File: src/rtl/ahb_apb_bridge_param.sv
// ahb_apb_bridge_param: AHB-Lite to multi-slave APB bridge with posted-write buffer and error mapping
module ahb_apb_bridge_param #(
   parameter int AW = 32,
   parameter int DW = 32,
   parameter int NUM_SLV = 3,
   parameter logic [AW-1:0] BASE_ADDR = 32'h8000_0000,
   parameter int SLV_SPAN_LOG2 = 24,
   parameter int WBUF_DEPTH = 4
) (
   input  logic               Hclk,
   input  logic               Hreset,
   input  logic               Hwrite,
   input  logic               Hreadyin,
   input  logic [1:0]         Htrans,
   input  logic [AW-1:0]      Haddr,
   input  logic [DW-1:0]      Hwdata,
   output logic [DW-1:0]      Hrdata,
   output logic               Hreadyout,
   output logic [1:0]         Hresp,
   input  logic [DW-1:0]      Prdata,
   input  logic               Pready,
   input  logic               Pslverr,
   output logic [AW-1:0]      Paddr,
   output logic [DW-1:0]      Pwdata,
   output logic               Pwrite,
   output logic               Penable,
   output logic [NUM_SLV-1:0] Pselx,
   output logic               Wr_err
);
   localparam int IW = NUM_SLV > 1 ? $clog2(NUM_SLV) : 1;
   localparam int PW = $clog2(WBUF_DEPTH);
   localparam int CW = PW + 1;

   typedef enum logic [2:0] {IDLE, SETUP, ACCESS, ERR1, ERR2} state_t;
   state_t st;

   logic [AW-1:0] off, idx_full, ph_addr, rd_addr;
   logic [IW-1:0] idx_now, ph_idx, rd_idx;
   logic          mapped_now, ph_valid, ph_write, ph_mapped, um2;
   logic          rd_issued, rd_done, hready, accept, push, pop, done, full;
   logic          ph_rd_pend, rd_req, free, wr_more, nxt_wr, nxt_rd;
   logic [PW-1:0] wp, rp, hd;
   logic [CW-1:0] cnt;
   logic [AW-1:0] fa [WBUF_DEPTH];
   logic [DW-1:0] fd [WBUF_DEPTH];
   logic [IW-1:0] fi [WBUF_DEPTH];

   function automatic logic [NUM_SLV-1:0] sel(input logic [IW-1:0] i);
      return NUM_SLV'(1) << i;
   endfunction

   assign off        = Haddr - BASE_ADDR;
   assign idx_full   = off >> SLV_SPAN_LOG2;
   assign idx_now    = idx_full[IW-1:0];
   assign mapped_now = (Haddr >= BASE_ADDR) && (idx_full < AW'(NUM_SLV));

   assign full      = cnt == CW'(WBUF_DEPTH);
   assign hready    = !ph_valid ? 1'b1 : !ph_mapped ? um2 : ph_write ? !full : (rd_done || st == ERR2);
   assign Hreadyout = hready;
   assign Hresp     = {1'b0, (ph_valid && !ph_mapped) || st == ERR1 || st == ERR2};

   assign accept     = hready && Hreadyin && Htrans[1];
   assign push       = ph_valid && ph_write && ph_mapped && !full;
   assign done       = st == ACCESS && Pready;
   assign pop        = done && Pwrite;
   assign ph_rd_pend = ph_valid && !ph_write && ph_mapped && !rd_issued && !rd_done;
   assign rd_req     = ph_rd_pend || (accept && !Hwrite && mapped_now);
   assign rd_addr    = ph_rd_pend ? ph_addr : Haddr;
   assign rd_idx     = ph_rd_pend ? ph_idx : idx_now;
   // the entry being popped is excluded when chaining writes back-to-back out of ACCESS
   assign free       = st == IDLE || pop;
   assign wr_more    = st == ACCESS ? cnt > CW'(1) : cnt != '0;
   assign hd         = st == ACCESS ? rp + PW'(1) : rp;
   assign nxt_wr     = free && wr_more;
   // a read waits while a write is still being pushed so it stays ordered behind it
   assign nxt_rd     = free && !wr_more && rd_req && !push;

   // AHB address-phase capture and unmapped two-cycle ERROR sequencing
   always_ff @(posedge Hclk or posedge Hreset) begin
      if (Hreset) begin
         ph_valid  <= 1'b0;
         ph_write  <= 1'b0;
         ph_mapped <= 1'b0;
         ph_addr   <= '0;
         ph_idx    <= '0;
         um2       <= 1'b0;
      end else begin
         um2 <= ph_valid && !ph_mapped && !um2;
         if (hready) begin
            ph_valid  <= Hreadyin && Htrans[1];
            ph_write  <= Hwrite;
            ph_mapped <= mapped_now;
            ph_addr   <= Haddr;
            ph_idx    <= idx_now;
         end
      end
   end

   // posted-write FIFO pointers and occupancy
   always_ff @(posedge Hclk or posedge Hreset) begin
      if (Hreset) begin
         wp  <= '0;
         rp  <= '0;
         cnt <= '0;
      end else begin
         if (push) wp <= wp + PW'(1);
         if (pop) rp <= rp + PW'(1);
         cnt <= cnt + CW'(push) - CW'(pop);
      end
   end

   // posted-write FIFO storage
   always_ff @(posedge Hclk) begin
      if (push) begin
         fa[wp] <= ph_addr;
         fd[wp] <= Hwdata;
         fi[wp] <= ph_idx;
      end
   end

   // APB state machine with registered APB outputs, read data and write-error pulse
   always_ff @(posedge Hclk or posedge Hreset) begin
      if (Hreset) begin
         st        <= IDLE;
         Paddr     <= '0;
         Pwdata    <= '0;
         Pwrite    <= 1'b0;
         Penable   <= 1'b0;
         Pselx     <= '0;
         Wr_err    <= 1'b0;
         Hrdata    <= '0;
         rd_issued <= 1'b0;
         rd_done   <= 1'b0;
      end else begin
         Wr_err <= pop && Pslverr;
         if (hready) begin
            rd_issued <= 1'b0;
            rd_done   <= 1'b0;
         end
         if (nxt_wr) begin
            st      <= SETUP;
            Paddr   <= fa[hd];
            Pwdata  <= fd[hd];
            Pselx   <= sel(fi[hd]);
            Pwrite  <= 1'b1;
            Penable <= 1'b0;
         end else if (nxt_rd) begin
            st        <= SETUP;
            Paddr     <= rd_addr;
            Pselx     <= sel(rd_idx);
            Pwrite    <= 1'b0;
            Penable   <= 1'b0;
            rd_issued <= 1'b1;
         end else if (st == SETUP) begin
            st      <= ACCESS;
            Penable <= 1'b1;
         end else if (done) begin
            Penable <= 1'b0;
            Pselx   <= '0;
            st      <= (!Pwrite && Pslverr) ? ERR1 : IDLE;
            if (!Pwrite && !Pslverr) begin
               Hrdata  <= Prdata;
               rd_done <= 1'b1;
            end
         end else if (st == ERR1) begin
            st <= ERR2;
         end else if (st == ERR2) begin
            st <= IDLE;
         end
      end
   end
endmodule

File: config.mk
export PLATFORM = sky130hd
export DESIGN_NAME = ahb_apb_bridge_param
export DESIGN_NICKNAME = d
export VERILOG_FILES = /design/src/rtl/ahb_apb_bridge_param.sv
export SDC_FILE = /design/constraint.sdc
export NUM_CORES = 1
export LEC_CHECK = 0
export CELL_PAD_IN_SITES_DETAIL_PLACEMENT = 1
export CELL_PAD_IN_SITES_GLOBAL_PLACEMENT = 1
export CORE_ASPECT_RATIO = 1.4
export CORE_MARGIN = 2
export CORE_UTILIZATION = 50
export DETAILED_ROUTE_END_ITERATION = 16
export GPL_TIMING_DRIVEN = 0
export PLACE_DENSITY_LB_ADDON = 0.3
export SLEW_MARGIN = 20
export SYNTH_ARGS = -nofsm -noshare
export SYNTH_HDL_FRONTEND = slang
export SYNTH_SLANG_ARGS = --single-unit
File: constraint.sdc
create_clock -name Hclk -period 9.2 [get_ports Hclk]
set_clock_uncertainty 0.05 [all_clocks]
set_input_delay 2.3 -clock Hclk [delete_from_list [all_inputs] [get_ports Hclk]]
set_output_delay 2.3 -clock Hclk [all_outputs]
set_load 0.005 [all_outputs]
==> results of run 1 <==
state kept, by name (all words and copies together) (netlist names), 3 cells and up:
name / flops
fd: 128
Hrdata: 32
Pselx: 3
ph_addr: 32
cnt: 3
Pwdata: 32
fa: 126
Paddr: 32
st: 3
final timing paths:
path,cells after the start,start,to,slack (ps)
max,6,st[0],Hreadyout,3580
min,1,um2,um2,390
max reg2reg,7,st[1],Paddr[1],6090
min reg2reg,1,um2,um2,390
max in group asynchronous,3,Hreset,rd_done,6100
min in group asynchronous,2,Hreset,rp[0],2180
routing by layer:
| metal | up-vias | part of all wire (%) |
|---|---|---|
| met2 | 355 | 53 |
| met4 | 2 | 3.7 |
| li1 | 4480 | - |
| met1 | 5261 | 37 |
| met3 | 98 | 6.4 |
| met5 | - | 0.030 |
Yosys cell counts, types with 24 or more instances:
cell type	instances	share of area, %
dfrtp_1	150	23
edfxtp_1	256	47
mux2_2	67	4.6
mux4_2	40	5.5
buf_2	25	0.76
nand2_1	144	3.3
nor2_1	27	0.62
mux2i_1	77	4.7
clkbuf_1	33	0.75
nor2b_1	24	0.91
power breakdown:
group          switching [mW]  total [mW]  leakage, nW  internal [mW]
clock                   0.685        1.63        0.633          0.947
sequential              0.222        2.50         4.18           2.27
combinational            1.34        2.44         2.90           1.10
cells by family (layout without fill, tap and decap cells):
group / Yosys count / in the layout / share of synthesized area, %
fa+ha+maj: 9 / 9 / 0.730
simple gates: 236 / 236 / 6.52
xor+xnor: 6 / 6 / 0.433
flops: 406 / 406 / 69.5
compound gates: 130 / 130 / 5.88
other cells: 1 / 2 / 0.0228
buf+inv: 79 / 364 / 2.15
mux: 184 / 184 / 14.7
layout make-up:
class,count,area share (%)
antenna,1,0.0122
inverter,12,0.256
tap,440,2.69
clock buffer,59,5.58
multi-input combinational,566,22.8
timing repair buffer,211,10.6
sequential,406,55.8
clock inverter,15,0.732
buffer,67,1.51
through the flow:
step | instance area, um^2 | worst slack [ps] | cells | total power [mW] | utilization, %
floorplan | 16500 | 2810 | 1051 | 3.95 | -
global placement | 19100 | 120 | 1697 | 4.86 | 58.9
detailed placement | 19200 | 3940 | 1702 | 4.98 | 59.3
CTS | 20500 | 3540 | 1776 | 6.64 | 63.3
global route | 20500 | 3430 | 1776 | 6.92 | 63.3
finish | 20500 | 3580 | 1777 | 6.57 | 63.3
worst max-delay path, delay by kind of cell, from the launching register on:
family          cells  cell delay, ps
buf+inv             3            1190
compound gates      1             250
simple gates        2             940
flops               1             350
==> reports/qor.yml, run 1 <==
outcome: "finished, final reports clean"
clockRootBuffer: "clkbuf_16"
hold_viol: 0
cts_resized: 0
drv_cap: 0
drc: 0
crit_path_end_kind: "primary output"
wirelength_um: 42800
synth_nets: 1164
synth_warnings: 0
clk_latency_ps: 550
synth-edff-count: 256
use_met2_pct: 46.2
initial_core_util_pct: 50.8
min_period_ps: 5620
synth_cells: 1051
clk_pin_slew_ps: 60
place.port_buffers: 206
vias_per_cell: 5.74
fmax_mhz: 178
syn_area_mm2: 0.0165
slew_violations: 0
pin_count: 209
met3_usage_pct: 5.20
die_h_um: 219
dr_total_vias: 10200
fillers: 2973
cts_hold_buf: 0
register_area_mm2: 0.0114
final-setup-viol-count: 0
rsz0062_at_grt: "false"
grtUsageMet1_pct: 29.5
detail-route-antenna-nets: 0
tns_ps: 0
cp.required_ps: 6850
cts_tree: "built"
cp-start-kind: "register"
ir_worst_vdd_mv: 0.187
synth_cell_types: 53
p_leak_nw: 7.72
grt_max_degree: 89
slowest_delay_ps: 570
layout_common_cells: "edfxtp_1, clkdlybuf4s50_1, dfrtp_1, nand2_1, mux2i_1"
antenna_found_initial: 2
dominantRegCellSynth: "edfxtp_1"
ys_ff_latch: 406
rows: 78
multi_input_area_mm2: 0.00467
post_cts_buffers: 0
grt_pass1_wl_um: 65600
hold-worst-slack_ps: 393
cts_num_sinks: 406
cp_data_arrival_time_ps: 3270
crit_slowest_cell: "clkdlybuf4s50_1"
drt-pass1-iter-count: 5
finalCritPeriodShare_pct: 61.1
grt_use_total_pct: 25.5
grt_pass1_vias: 11300
fin_nets: 1417
wire_per_inst_um: 24.1
grt-ovfl-total: 0
dpl.hpwl_um: 27600
htree_levels: 2
ys_seq_area_share_pct: 69.5
core_mm2: 0.0324
layout.cells.most_common: "edfxtp_1"
hold_class: "reg2reg"
drt_iter0_markers: 535
cts_buffer_depth: 3
die-area_mm2: 0.0344
slew_headroom_pct: 40.4
power_density_mw_per_mm2: 321
cts_buffers: 40
syn-mean-instance-area_um2: 15.7
layout-drive-gt1-share_pct: 16.0
gp_congestion: 0.791
area_delta_synth_final_pct: 24.6
crit_top_cell: "buf_2"
worst_pin_slew_ps: 888
criticalPathCategory: "reg2out"
die_x_um: 157
async_flop_share_pct: 36.9
path_cells: "buf_2, or3b_4, a22o_4, nor2_2, buf_2, clkdlybuf4s50_1"
crit_fanout: 10
busiest_layer: "met2"
No activity file was read; power rests on OpenSTA's default activity.
==> inputs of run 2 (changes only) <==
Settings changed: CORE_UTILIZATION 50 to 46.
Clock period 9.2 ns to 5.45 ns, I/O delays scaled along.
==> run 2 against run 1 <==
Critical path depth unchanged. Combinational power increased by 68%. Core utilization decreased by 5.6 points. Sequential power increased by 68%. Die area increased by 8.5%. Register-to-register slack got worse by 3800 ps. Sequential share of layout area increased by 0.11 points. Design area decreased by 0.19%. Non-clock buffer count unchanged. Power increased by 66%.
==> reports/qor.yml, run 2 (same netlist as run 1, synthesis figures left out) <==
crit_slowest_cell: "clkdlybuf4s50_1"  # unchanged
ff2ff_setup_slack_ps: 2270  # was 6090 ps
area_delta_synth_final_pct: 24.3  # was 24.6%
rows: 82  # was 78
antenna_found_initial: 2  # unchanged
fillers: 3366  # was 2973
cp-start-kind: "register"  # unchanged
tns_ps: 0  # unchanged
grt_max_degree: 90  # was 89
slowest_delay_ps: 570  # about the same
drt_iter0_markers: 527  # was 535
p_total_mw: 10.9  # was 6.57 mW
outcome: "finished, final reports clean"  # unchanged
fin_nets: 1417  # unchanged
path_cells: "buf_2, or3b_4, a22o_4, nor2_2, buf_2, clkdlybuf4s50_1"  # unchanged
layout-drive-gt1-share_pct: 16.2  # was 16.0%
dpl.hpwl_um: 27200  # was 27600 um
place_area_mm2: 0.0192  # about the same
post_cts_buffers: 0  # unchanged
critPathBufInv: 3  # unchanged
reg.largest.list: "fd (128), fa (126)"  # unchanged
clockRootBuffer: "clkbuf_16"  # unchanged
clk_pin_slew_ps: 60  # about the same
dpl.cell_count: 1724  # was 1702
worstRegToRegCells: 7  # unchanged
min_period_ps: 4670
r2r_end: "Paddr[14]"  # was Paddr[1]
cp.required_ps: 4040  # was 6850 ps
finalCritPeriodShare_pct: 85.7
wirelength_um: 41700  # was 42800 um
worst-path-stages: 6  # unchanged
cts_buffers: 40  # unchanged
hold_class: "reg2reg"  # unchanged
cts_resized: 0  # unchanged
wire_per_inst_um: 23.2  # was 24.1 um
vias_per_cell: 5.56  # was 5.74
crit_fanout: 10  # unchanged
grt_pass1_vias: 11200  # was 11300
worst_pin_slew_ps: 969  # was 888 ps
gp_congestion: 0.783  # was 0.791
crit_end: "Hreadyout"  # unchanged
grt_pass1_wl_um: 64400  # was 65600 um
die-area_mm2: 0.0373  # was 0.0344 mm^2
criticalPathCategory: "reg2out"  # unchanged
power_density_mw_per_mm2: 534  # was 321 mW/mm^2
dr_total_vias: 10000  # was 10200
clk_latency_ps: 550  # about the same
r2r_start: "st[1]"  # unchanged
grt-ovfl-total: 0  # unchanged
largest_register_ffs: 128  # unchanged
rsz0062_at_grt: "false"  # unchanged
cts_hold_buf: 0  # unchanged
hold_viol: 0  # unchanged
pin_count: 209  # unchanged
cts_tree: "built"  # unchanged
layout.cells.most_common: "edfxtp_1"  # unchanged
layout_common_cells: "edfxtp_1, clkdlybuf4s50_1, dfrtp_1, nand2_1, mux2i_1"  # unchanged
place.port_buffers: 206  # unchanged
diodes: 0  # was 1
fmax_mhz: 214
fin_area_mm2: 0.0205  # about the same
die_h_um: 228  # was 219 um
cts_buffer_depth: 3  # unchanged
layout.cells.non_filler: 1798  # was 1777
slew_headroom_pct: 34.9  # was 40.4%
p_leak_nw: 7.69  # was 7.72 nW
grt_use_total_pct: 22.7  # was 25.5%
largest-register: "fd"  # unchanged
cts_num_sinks: 406  # unchanged
drt-pass1-iter-count: 5  # unchanged
drv_cap: 0  # unchanged
hold-worst-slack_ps: 389  # was 393 ps
ir_worst_vdd_mv: 0.367  # was 0.187 mV
initial_core_util_pct: 46.4  # was 50.8%
core_mm2: 0.0355  # was 0.0324 mm^2
crit_top_cell: "buf_2"  # unchanged
crit_path_start: "st[0]"  # unchanged
cp_data_arrival_time_ps: 3260  # was 3270 ps
slew_violations: 0  # unchanged
crit_family: "buffers and inverters"  # unchanged
final-setup-viol-count: 0  # unchanged
detail-route-antenna-nets: 0  # unchanged
crit_path_end_kind: "primary output"  # unchanged
die_x_um: 164  # was 157 um
htree_levels: 2  # unchanged
hp-start: "um2"  # unchanged
drc: 0  # unchanged
-- run 2: metrics by stage --
step	worst slack (ps)	util [%]
CTS	729	57.6
finish	779	57.6
global placement	-2810	53.8
floorplan	1.11	-
global route	667	57.6
detailed placement	1140	54.2
-- run 2: metal layers --
layer / vias up / share of wire (%) / GRT usage (%)
li1: 4481 / - / -
met1: 5156 / 38 / 26.4
met2: 265 / 53 / 40.8
met3: 98 / 4.8 / 4.07
met4: 4 / 4.1 / 9.59
met5: - / 0.060 / 0
-- run 2: final cells by class --
type | instances | area, um^2 | area share (%)
clock inverter | 17 | 115 | 0.563
sequential | 406 | 11400 | 55.9
tap | 462 | 578 | 2.83
multi-input combinational | 566 | 4670 | 22.8
inverter | 12 | 52.6 | 0.257
timing repair buffer | 211 | 2180 | 10.6
clock buffer | 57 | 1110 | 5.45
buffer | 67 | 309 | 1.51
-- run 2: where the power goes --
group          internal [mW]  switching [mW]  total (mW)
Clock                   1.44            1.17        2.61
Sequential              3.84           0.371        4.21
Combinational           1.86            2.24        4.10
-- run 2: how the worst min path moves through the flow --
stage          end  slack, ps  depth (start not counted)
3_3_place_gp   um2        380                          1
4_1_cts        um2        400                          1
5_1_grt        um2        420                          1
6_report       um2        390                          1
2_1_floorplan  um2        360                          1
3_5_place_dp   um2        390                          1
